--- config.mk ---
export PLATFORM = sky130hd
export DESIGN_NAME = lift_car_fsm
export DESIGN_NICKNAME = d
export VERILOG_FILES = /design/src/rtl/lift_pkg.sv /design/src/rtl/sec_tick_sync.sv /design/src/rtl/lift_car_fsm.sv
export SDC_FILE = /design/constraint.sdc
export NUM_CORES = 1
export LEC_CHECK = 0
export BUFFER_PORTS_ARGS = -buffer_cell sky130_fd_sc_hd__buf_2
export CAP_MARGIN = 25
export CORE_UTILIZATION = 48
export DETAILED_ROUTE_END_ITERATION = 10
export PLACE_DENSITY = 0.7
export SLEW_MARGIN = 15
export SYNTH_ARGS = -nofsm -noshare
export SYNTH_HDL_FRONTEND = slang
export SYNTH_HIERARCHICAL = 1
export SYNTH_SLANG_ARGS = --single-unit
--- constraint.sdc ---
create_clock -name clk_100MHz -period 2.17 [get_ports clk_100MHz]
set_clock_uncertainty 0.1 [all_clocks]
set_input_delay 0.217 -clock clk_100MHz [delete_from_list [all_inputs] [get_ports clk_100MHz]]
set_output_delay 0.217 -clock clk_100MHz [all_outputs]
set_load 0.01 [all_outputs]
--- src/rtl/lift_pkg.sv ---
// lift_pkg: lift state encoding and default FLOORS/T_MOVE/T_DOOR constants shared by the lift blocks
package lift_pkg;
  typedef enum logic [1:0] {IDLE, MOVE_UP, MOVE_DOWN, DOOR} state_t;
  localparam int FLOORS_DEF = 4;
  localparam int T_MOVE_DEF = 2;
  localparam int T_DOOR_DEF = 3;
  localparam int TIMER_W = 8;
endpackage

--- src/rtl/sec_tick_sync.sv ---
// sec_tick_sync: synchronises clk_1s (in) to clk_100MHz (in, rst_n sync active-low) and emits a registered one-cycle sec_tick (out) per rising edge
module sec_tick_sync (
  input  logic clk_100MHz,
  input  logic rst_n,
  input  logic clk_1s,
  output logic sec_tick
);
  logic s1, s2, hist;
  always_ff @(posedge clk_100MHz)
    if (!rst_n) {s1, s2, hist, sec_tick} <= 4'b1110;
    else begin
      s1       <= clk_1s;
      s2       <= s1;
      hist     <= s2;
      sec_tick <= s2 & ~hist;
    end
endmodule

--- src/rtl/lift_car_fsm.sv ---
// lift_car_fsm: SCAN lift car controller; in clk_100MHz, rst_n, clk_1s, req[FLOORS]; out floor, dir_up, moving, door_open, pending[FLOORS], sec_tick
module lift_car_fsm
  import lift_pkg::*;
#(
  parameter int FLOORS  = FLOORS_DEF,
  parameter int FLOOR_W = 2,
  parameter int T_MOVE  = T_MOVE_DEF,
  parameter int T_DOOR  = T_DOOR_DEF
) (
  input  logic               clk_100MHz,
  input  logic               rst_n,
  input  logic               clk_1s,
  input  logic [FLOORS-1:0]  req,
  output logic [FLOOR_W-1:0] floor,
  output logic               dir_up,
  output logic               moving,
  output logic               door_open,
  output logic [FLOORS-1:0]  pending,
  output logic               sec_tick
);
  state_t state, state_n;
  logic [FLOOR_W-1:0] floor_n, nf;
  logic [TIMER_W-1:0] timer, timer_n;
  logic [FLOORS-1:0] clr;
  logic dir_n, a_c, b_c, a_n, b_n, up_c, dn_c, up_n, dn_n;

  function automatic logic any_above(input logic [FLOORS-1:0] p, input logic [FLOOR_W-1:0] f);
    return |((p >> f) >> 1);
  endfunction

  function automatic logic any_below(input logic [FLOORS-1:0] p, input logic [FLOOR_W-1:0] f);
    return |(p & ((FLOORS'(1) << f) - FLOORS'(1)));
  endfunction

  sec_tick_sync u_tick (
    .clk_100MHz(clk_100MHz),
    .rst_n     (rst_n),
    .clk_1s    (clk_1s),
    .sec_tick  (sec_tick)
  );

  assign moving    = (state == MOVE_UP) || (state == MOVE_DOWN);
  assign door_open = state == DOOR;

  always_comb begin
    state_n = state;
    floor_n = floor;
    dir_n   = dir_up;
    timer_n = timer;
    clr     = '0;
    nf      = (state == MOVE_UP) ? floor + 1'b1 : floor - 1'b1;
    a_c     = any_above(pending, floor);
    b_c     = any_below(pending, floor);
    a_n     = any_above(pending, nf);
    b_n     = any_below(pending, nf);
    // keep the preferred direction while it still has work, else turn round
    up_c    = a_c & (dir_up | ~b_c);
    dn_c    = b_c & ~up_c;
    up_n    = a_n & (dir_up | ~b_n);
    dn_n    = b_n & ~up_n;
    case (state)
      IDLE:
        if (pending[floor]) begin
          state_n    = DOOR;
          clr[floor] = 1'b1;
        end else if (a_c) begin
          state_n = MOVE_UP;
          dir_n   = 1'b1;
        end else if (b_c) begin
          state_n = MOVE_DOWN;
          dir_n   = 1'b0;
        end
      MOVE_UP, MOVE_DOWN:
        if (sec_tick) begin
          if (timer == TIMER_W'(T_MOVE - 1)) begin
            floor_n = nf;
            timer_n = '0;
            if (pending[nf]) begin
              state_n = DOOR;
              clr[nf] = 1'b1;
            end else begin
              state_n = up_n ? MOVE_UP : dn_n ? MOVE_DOWN : IDLE;
              dir_n   = up_n | (~dn_n & dir_up);
            end
          end else timer_n = timer + 1'b1;
        end
      DOOR: begin
        // a call at the open floor is absorbed and keeps the door open
        clr[floor] = 1'b1;
        if (req[floor]) timer_n = '0;
        else if (sec_tick) begin
          if (timer == TIMER_W'(T_DOOR - 1)) begin
            timer_n = '0;
            state_n = up_c ? MOVE_UP : dn_c ? MOVE_DOWN : IDLE;
            dir_n   = up_c | (~dn_c & dir_up);
          end else timer_n = timer + 1'b1;
        end
      end
      default: state_n = IDLE;
    endcase
  end

  always_ff @(posedge clk_100MHz)
    if (!rst_n) begin
      state   <= IDLE;
      floor   <= '0;
      dir_up  <= 1'b1;
      pending <= '0;
      timer   <= '0;
    end else begin
      state   <= state_n;
      floor   <= floor_n;
      dir_up  <= dir_n;
      pending <= (pending | req) & ~clr;
      timer   <= timer_n;
    end
endmodule

# == Word level (Yosys, flattened, before mapping) ==
# Cells that the tools add are included.
# word_totals
register_bits,21
elab_cells,120
# op_classes
addsub,5
order_cmp,4
eq_ne,15
n_shift,4
muxes,46
bitwise_logic,23
reduce_logical,14
# op_table
cell,count
$mux W8,5
$mux W2,14
$mux W4,4
$pmux W8 S2,1
$mux W1,14
$and A4 B4 Y4,3
$pmux W4 S3,1
$add A8 B1 Y8 const B,1
$eq A8 B1 Y1 const B,1
$eq A8 B2 Y1 const B,1
$ne A2 B2 Y1 const B,4
$reduce_and A8 Y1,1
$reduce_or A4 Y1,2
$shl A1 B2 Y4 const A,2
$shr A4 B2 Y4,2
$sub A4 B1 Y4 const B,2
$and A1 B1 Y1,7
$not A1 Y1,7
$bmux W1 S2,3
$lt A2 B3 Y1 const B,2
$ne A2 B1 Y1 const B,3
$pmux W2 S3,1
$reduce_and A3 Y1,2
$reduce_and A6 Y1,1
other kinds (19),27

# == Logic depth before layout (Yosys ltp) ==
# depth
depth_word,18
ltp_mapped,10
mapped_depth_nobuf,10

# == By module ==
# Netlist, hierarchy kept.
# modules_own_cells
mod,n_inst,cells_each,area_per_inst_um2
lift_car_fsm,1,172,1413.9
sec_tick_sync,1,8,107.6

# == Worst setup path before layout ==
# OpenSTA, ideal clock, no wires.
# synth_path
kind,reg-to-reg
startpoint,reg floor[1]
endpoint,reg dir_up
arrival_time_ns,2.182
required_ns,1.991
setup_slack_ns,-0.191
path_stages_with_launch,10
cell_sequence,dfxtp_1 > buf_2 > xnor2_1 > ha_1 > xor2_1 > a2111oi_1 > nand3_1 > o311ai_0 > o21ai_0 > o211ai_1
# synth_between
elab_chain_cells,18
word_cells_on_any_way,51
classes_between,4 x add/sub; 4 x eq/ne; 4 x shift; 16 x mux; 18 x bitwise; 5 x reduce/logical
# synth_lines
item,line,text
"start, declared",lift_car_fsm.sv:14,"output logic [FLOOR_W-1:0] floor,"
"start signal, assigned",lift_car_fsm.sv:112,floor <= floor_n;
$sub A2 B1 Y2 / $add A2 B1 Y2 (equally long branches),lift_car_fsm.sv:51,nf = (state == MOVE_UP) ? floor + 1'b1 : floor - 1'b1;
$mux W2,lift_car_fsm.sv:51,
$shl A1 B2 Y4,lift_car_fsm.sv:32,return |(p & ((FLOORS'(1) << f) - FLOORS'(1)));
$sub A4 B1 Y4,lift_car_fsm.sv:32,
$and A4 B4 Y4,lift_car_fsm.sv:32,
$reduce_or A4 Y1,lift_car_fsm.sv:32,
$not A1 Y1,lift_car_fsm.sv:59,up_n = a_n & (dir_up | ~b_n);
$or A1 B1 Y1,lift_car_fsm.sv:59,
(+2 left out),--,
$and A1 B1 Y1,lift_car_fsm.sv:60,dn_n = b_n & ~up_n;
$not A1 Y1,lift_car_fsm.sv:83,dir_n = up_n | (~dn_n & dir_up);
$and A1 B1 Y1,lift_car_fsm.sv:83,
$or A1 B1 Y1,lift_car_fsm.sv:83,
$mux W1,lift_car_fsm.sv:78,if (pending[nf]) begin
$mux W1,lift_car_fsm.sv:75,if (timer == TIMER_W'(T_MOVE - 1)) begin
$mux W1,lift_car_fsm.sv:74,if (sec_tick) begin
$pmux W1 S3,lift_car_fsm.sv:61,case (state)
"end signal, assigned",lift_car_fsm.sv:113,dir_up <= dir_n;
"end, declared",lift_car_fsm.sv:15,"output logic dir_up,"
# Several ways; a longest one is shown, not always the timed one. The select of a mux whose other input is x is not followed.
# A chain may end at the register's enable or synchronous reset.

# == Worst setup path in the final report ==
# layout_path
startpoint,reg state[1]
endpoint,reg state[0]
# layout_between
elab_chain_cells,14
word_cells_on_any_way,29
classes_between,1 x add/sub; 9 x eq/ne; 2 x shift; 8 x mux; 4 x bitwise; 5 x reduce/logical
# layout_lines
item,line,text
"start, declared",lift_car_fsm.sv:21,"state_t state, state_n;"
"start signal, assigned",lift_car_fsm.sv:111,state <= state_n;
$eq A2 B1 Y1,"lift_car_fsm.sv:51, lift_car_fsm.sv:61",
$mux W2,lift_car_fsm.sv:51,
$shl A1 B2 Y4,lift_car_fsm.sv:32,
$sub A4 B1 Y4,lift_car_fsm.sv:32,
$and A4 B4 Y4,lift_car_fsm.sv:32,
$reduce_or A4 Y1,lift_car_fsm.sv:32,
$not A1 Y1,lift_car_fsm.sv:59,
$or A1 B1 Y1,lift_car_fsm.sv:59,
$and A1 B1 Y1,lift_car_fsm.sv:59,
$mux W2,lift_car_fsm.sv:82,state_n = up_n ? MOVE_UP : dn_n ? MOVE_DOWN : IDLE;
$mux W2,lift_car_fsm.sv:78,
$mux W2,lift_car_fsm.sv:75,
$mux W2,lift_car_fsm.sv:74,
$pmux W2 S3,lift_car_fsm.sv:61,
# Several ways; a longest one is shown, not always the timed one. The select of a mux whose other input is x is not followed.

==> run metrics <==
status finished with violations; failing checks negative setup slack; Root Buffer clkbuf_4; pwr dens 994 nW/um^2; metal3 WL ~240 microns; Levels on crit path 11; Global Route Usage Sum 25.1%; Leakage roughly 0.76 nW; final hold slack 0.152 ns; commonest non-fill, non-tap cells in the layout nor2_1 (19), buf_4 (18), dfxtp_1 (17); die area roughly 3400 sq um; Crit-path slowest cell dfxtp_2; Largest delay share family, worst path adder cells; Post-synth EDFFs 0; Hold Crit Class primary input to flip-flop; R2R Path Start state[1]; Place WS -0.185 ns; FFs w/ async S/R, synth 0%; flop2flop setup slack -0.09 ns; fillcell total 258; die height 58.3 microns; IO Pins 17; HPWL after detailed placement 2710 microns; 1st-iter DRT viols 150; Tmin final 2.26 ns; top routing layer in use met4; Reg2Reg Depth 11; commonest non-fill, non-tap cell in the layout nor2_1; initial antenna violation count 0; H-tree Lvls 1; TritonCTS clock tree done; Slew Limit Fails 0; DRT Pass-1 Iters 4; total clock sinks 21; Critical R2R Capture state[0]; Worst-Skew Late Latency 0.30 ns; post-route design area 1920 sq um; CP Launch Type flip-flop; crit path cell chain inv_2 -> ha_4 -> xnor2_4 -> buf_6 -> ha_4 -> mux4_2 -> nand2_4 -> buf_6 -> o211ai_1 -> o211ai_1 -> a31oi_1; Avg WL per Cell 15.3 microns; Starting Density between 50 and 60%; Setup-failing EPs final 6; Worst-Margin Slew 0.449 ns; Horiz. Die Dim 58.3 microns; largest fanout on the critical path 4; # diodes 0; Core Footprint between 3000 and 4000 sq um; Final Util 63.6%; vias in the first global route 1451; Avg Inst Size Synth 8.45 sq um; Cell Count, Final, Fillers Out ~260; Crit. End Element flip-flop; FMAX 442 MHz; synthesized net count 198; RSZ-0062 raised after global routing yes; Placer Congestion 0.900; vias post-DR 1500; post-synthesis sequential area ratio 27.6%; Worst Setup EP state[0]; Syn Std Cell Area between 1500 and 2000 sq um; Worst VDD drop 0.000567 V; Mapped Cells 180; share of layout cells above drive strength 1 33.3%; Yosys reg bits 21; via density per instance 5.84; max_cap viols 0; min-delay src rst_n; Bufs on Longest Clock Path 2; final hold viol count 0; crit path from state[1]; dpl cell area 1710 sq um; cts bufs inserted 3; top_reg_cell synth dfxtp_1; row cnt 20; Routed Wire Length 3930 microns; Largest stage delay, worst path 0.35 ns; Power Total 1.91 mW; Layout Nets 232; met2 routed WL between 1500 and 2000 microns; setup_tns -0.363 ns; multi-input logic area 1130 sq um; Syn-to-layout area delta 26.5%; setup ws final -0.0928 ns; buffer and inverter count on the worst path 3; Tcrit/Tclk final 104%; wl on met1 1740 microns; I/O Buffers 16; Worst EP arrival between 2 and 2.5 ns; Remaining DRCs 0; count of cell types in the netlist 46; CP Class flip-flop to flip-flop; first-pass GRT wire length 6550 microns; Antenna Nets Post-Route 0; largest net degree at the start of global routing 19; clk slew on worst S/H paths 0.12 ns; Req. time, crit path 2.26 ns; yosys synthesis warning count 6; gr ovfl total 0; area occupied by registers 425 sq um; Max transition margin between 60% and 70%; Placed Instances 245
==> final cells by class <==
| type | instances | area share [%] |
|---|---|---|
| Clock buffer | 4 | 1.37 |
| Inverter | 10 | 1.95 |
| Multi-Input combinational cell | 141 | 58.8 |
| Timing Repair Buffer | 37 | 12.9 |
| Sequential cell | 21 | 22.1 |
| Tap cell | 44 | 2.86 |
==> per-layer routing <==
layer / track usage [%] / vias to the layer above
met4: 9.18 / 0
met2: 42.2 / 67
met3: 3.52 / 11
li1: - / 723
met1: 32.9 / 699
met5: 0 / -
==> state kept, by name (all words and copies together), names as in the netlist, 2 cells and up <==
register	count
floor	2
pending	4
state	2
timer	8
==> worst register-to-register path: stages, from the launching register on <==
cell	delay, ns
dfxtp_2	0.35
inv_2	0.05
ha_4	0.17
xnor2_4	0.13
buf_6	0.13
ha_4	0.28
mux4_2	0.34
nand2_4	0.12
buf_6	0.10
o211ai_1	0.08
o211ai_1	0.19
a31oi_1	0.11
==> what timing repair did <==
action                     in CTS  in global routing
hold endpoints to repair        1                  0
hold buffers                    1                  0
pin swaps                      14                 14
setup endpoints to repair       7                 15
gates resized for setup        15                 13
buffers inserted                6                  1
==> synthesized netlist by cell type, types with 2 or more instances <==
library cell	number	area, sq um
a211oi_1	2	15.0
a21oi_1	5	25.0
a22oi_1	3	22.5
a311oi_1	2	17.5
a31oi_1	2	12.5
and2_1	4	25.0
and3_1	2	12.5
buf_2	5	25.0
buf_6	2	22.5
dfxtp_1	21	420
ha_1	11	138
inv_1	9	33.8
mux2i_1	2	20.0
mux4_2	3	67.6
nand2_1	15	56.3
nand2b_1	3	18.8
nand3_1	5	25.0
nand4_1	7	43.8
nor2_1	20	75.1
nor2b_1	4	25.0
o211ai_1	3	22.5
o21a_1	3	22.5
o21ai_0	12	60.1
o21ai_1	4	20.0
o221ai_1	2	17.5
o311ai_0	2	17.5
xnor2_1	4	35.0
xor2_1	5	43.8
==> where the power goes <==
part	leakage (nW)	switching, mW	total, mW	internal (mW)
clock network	0.0150	0.117	0.188	0.0717
logic	0.575	0.635	1.22	0.586
registers	0.174	0.0683	0.502	0.434
total	0.764	0.820	1.91	1.09
==> cell families (layout without fill, tap and decap cells) <==
| kind of cell | after synthesis | in the layout | share of synthesized area, % |
|---|---|---|---|
| xor+xnor | 9 | 9 | 5.18 |
| compound gates | 50 | 50 | 23.6 |
| simple gates | 66 | 66 | 22.7 |
| flops | 21 | 21 | 27.6 |
| buf+inv | 18 | 51 | 6.08 |
| fa+ha+maj | 11 | 11 | 9.05 |
| mux | 5 | 5 | 5.76 |
==> worst min-delay path by stage <==
| stage | endpoint | slack, ns | cells past startpoint |
|---|---|---|---|
| 2_1_floorplan | u_tick/hist | 0.19 | 1 |
| 3_3_place_gp | u_tick/s2 | 0.30 | 1 |
| 3_5_place_dp | u_tick/s2 | 0.30 | 1 |
| 4_1_cts | u_tick/hist | 0.15 | 2 |
| 5_1_grt | u_tick/hist | 0.15 | 2 |
| 6_report | u_tick/hist | 0.15 | 2 |
Power figures use the tool's default switching activity.
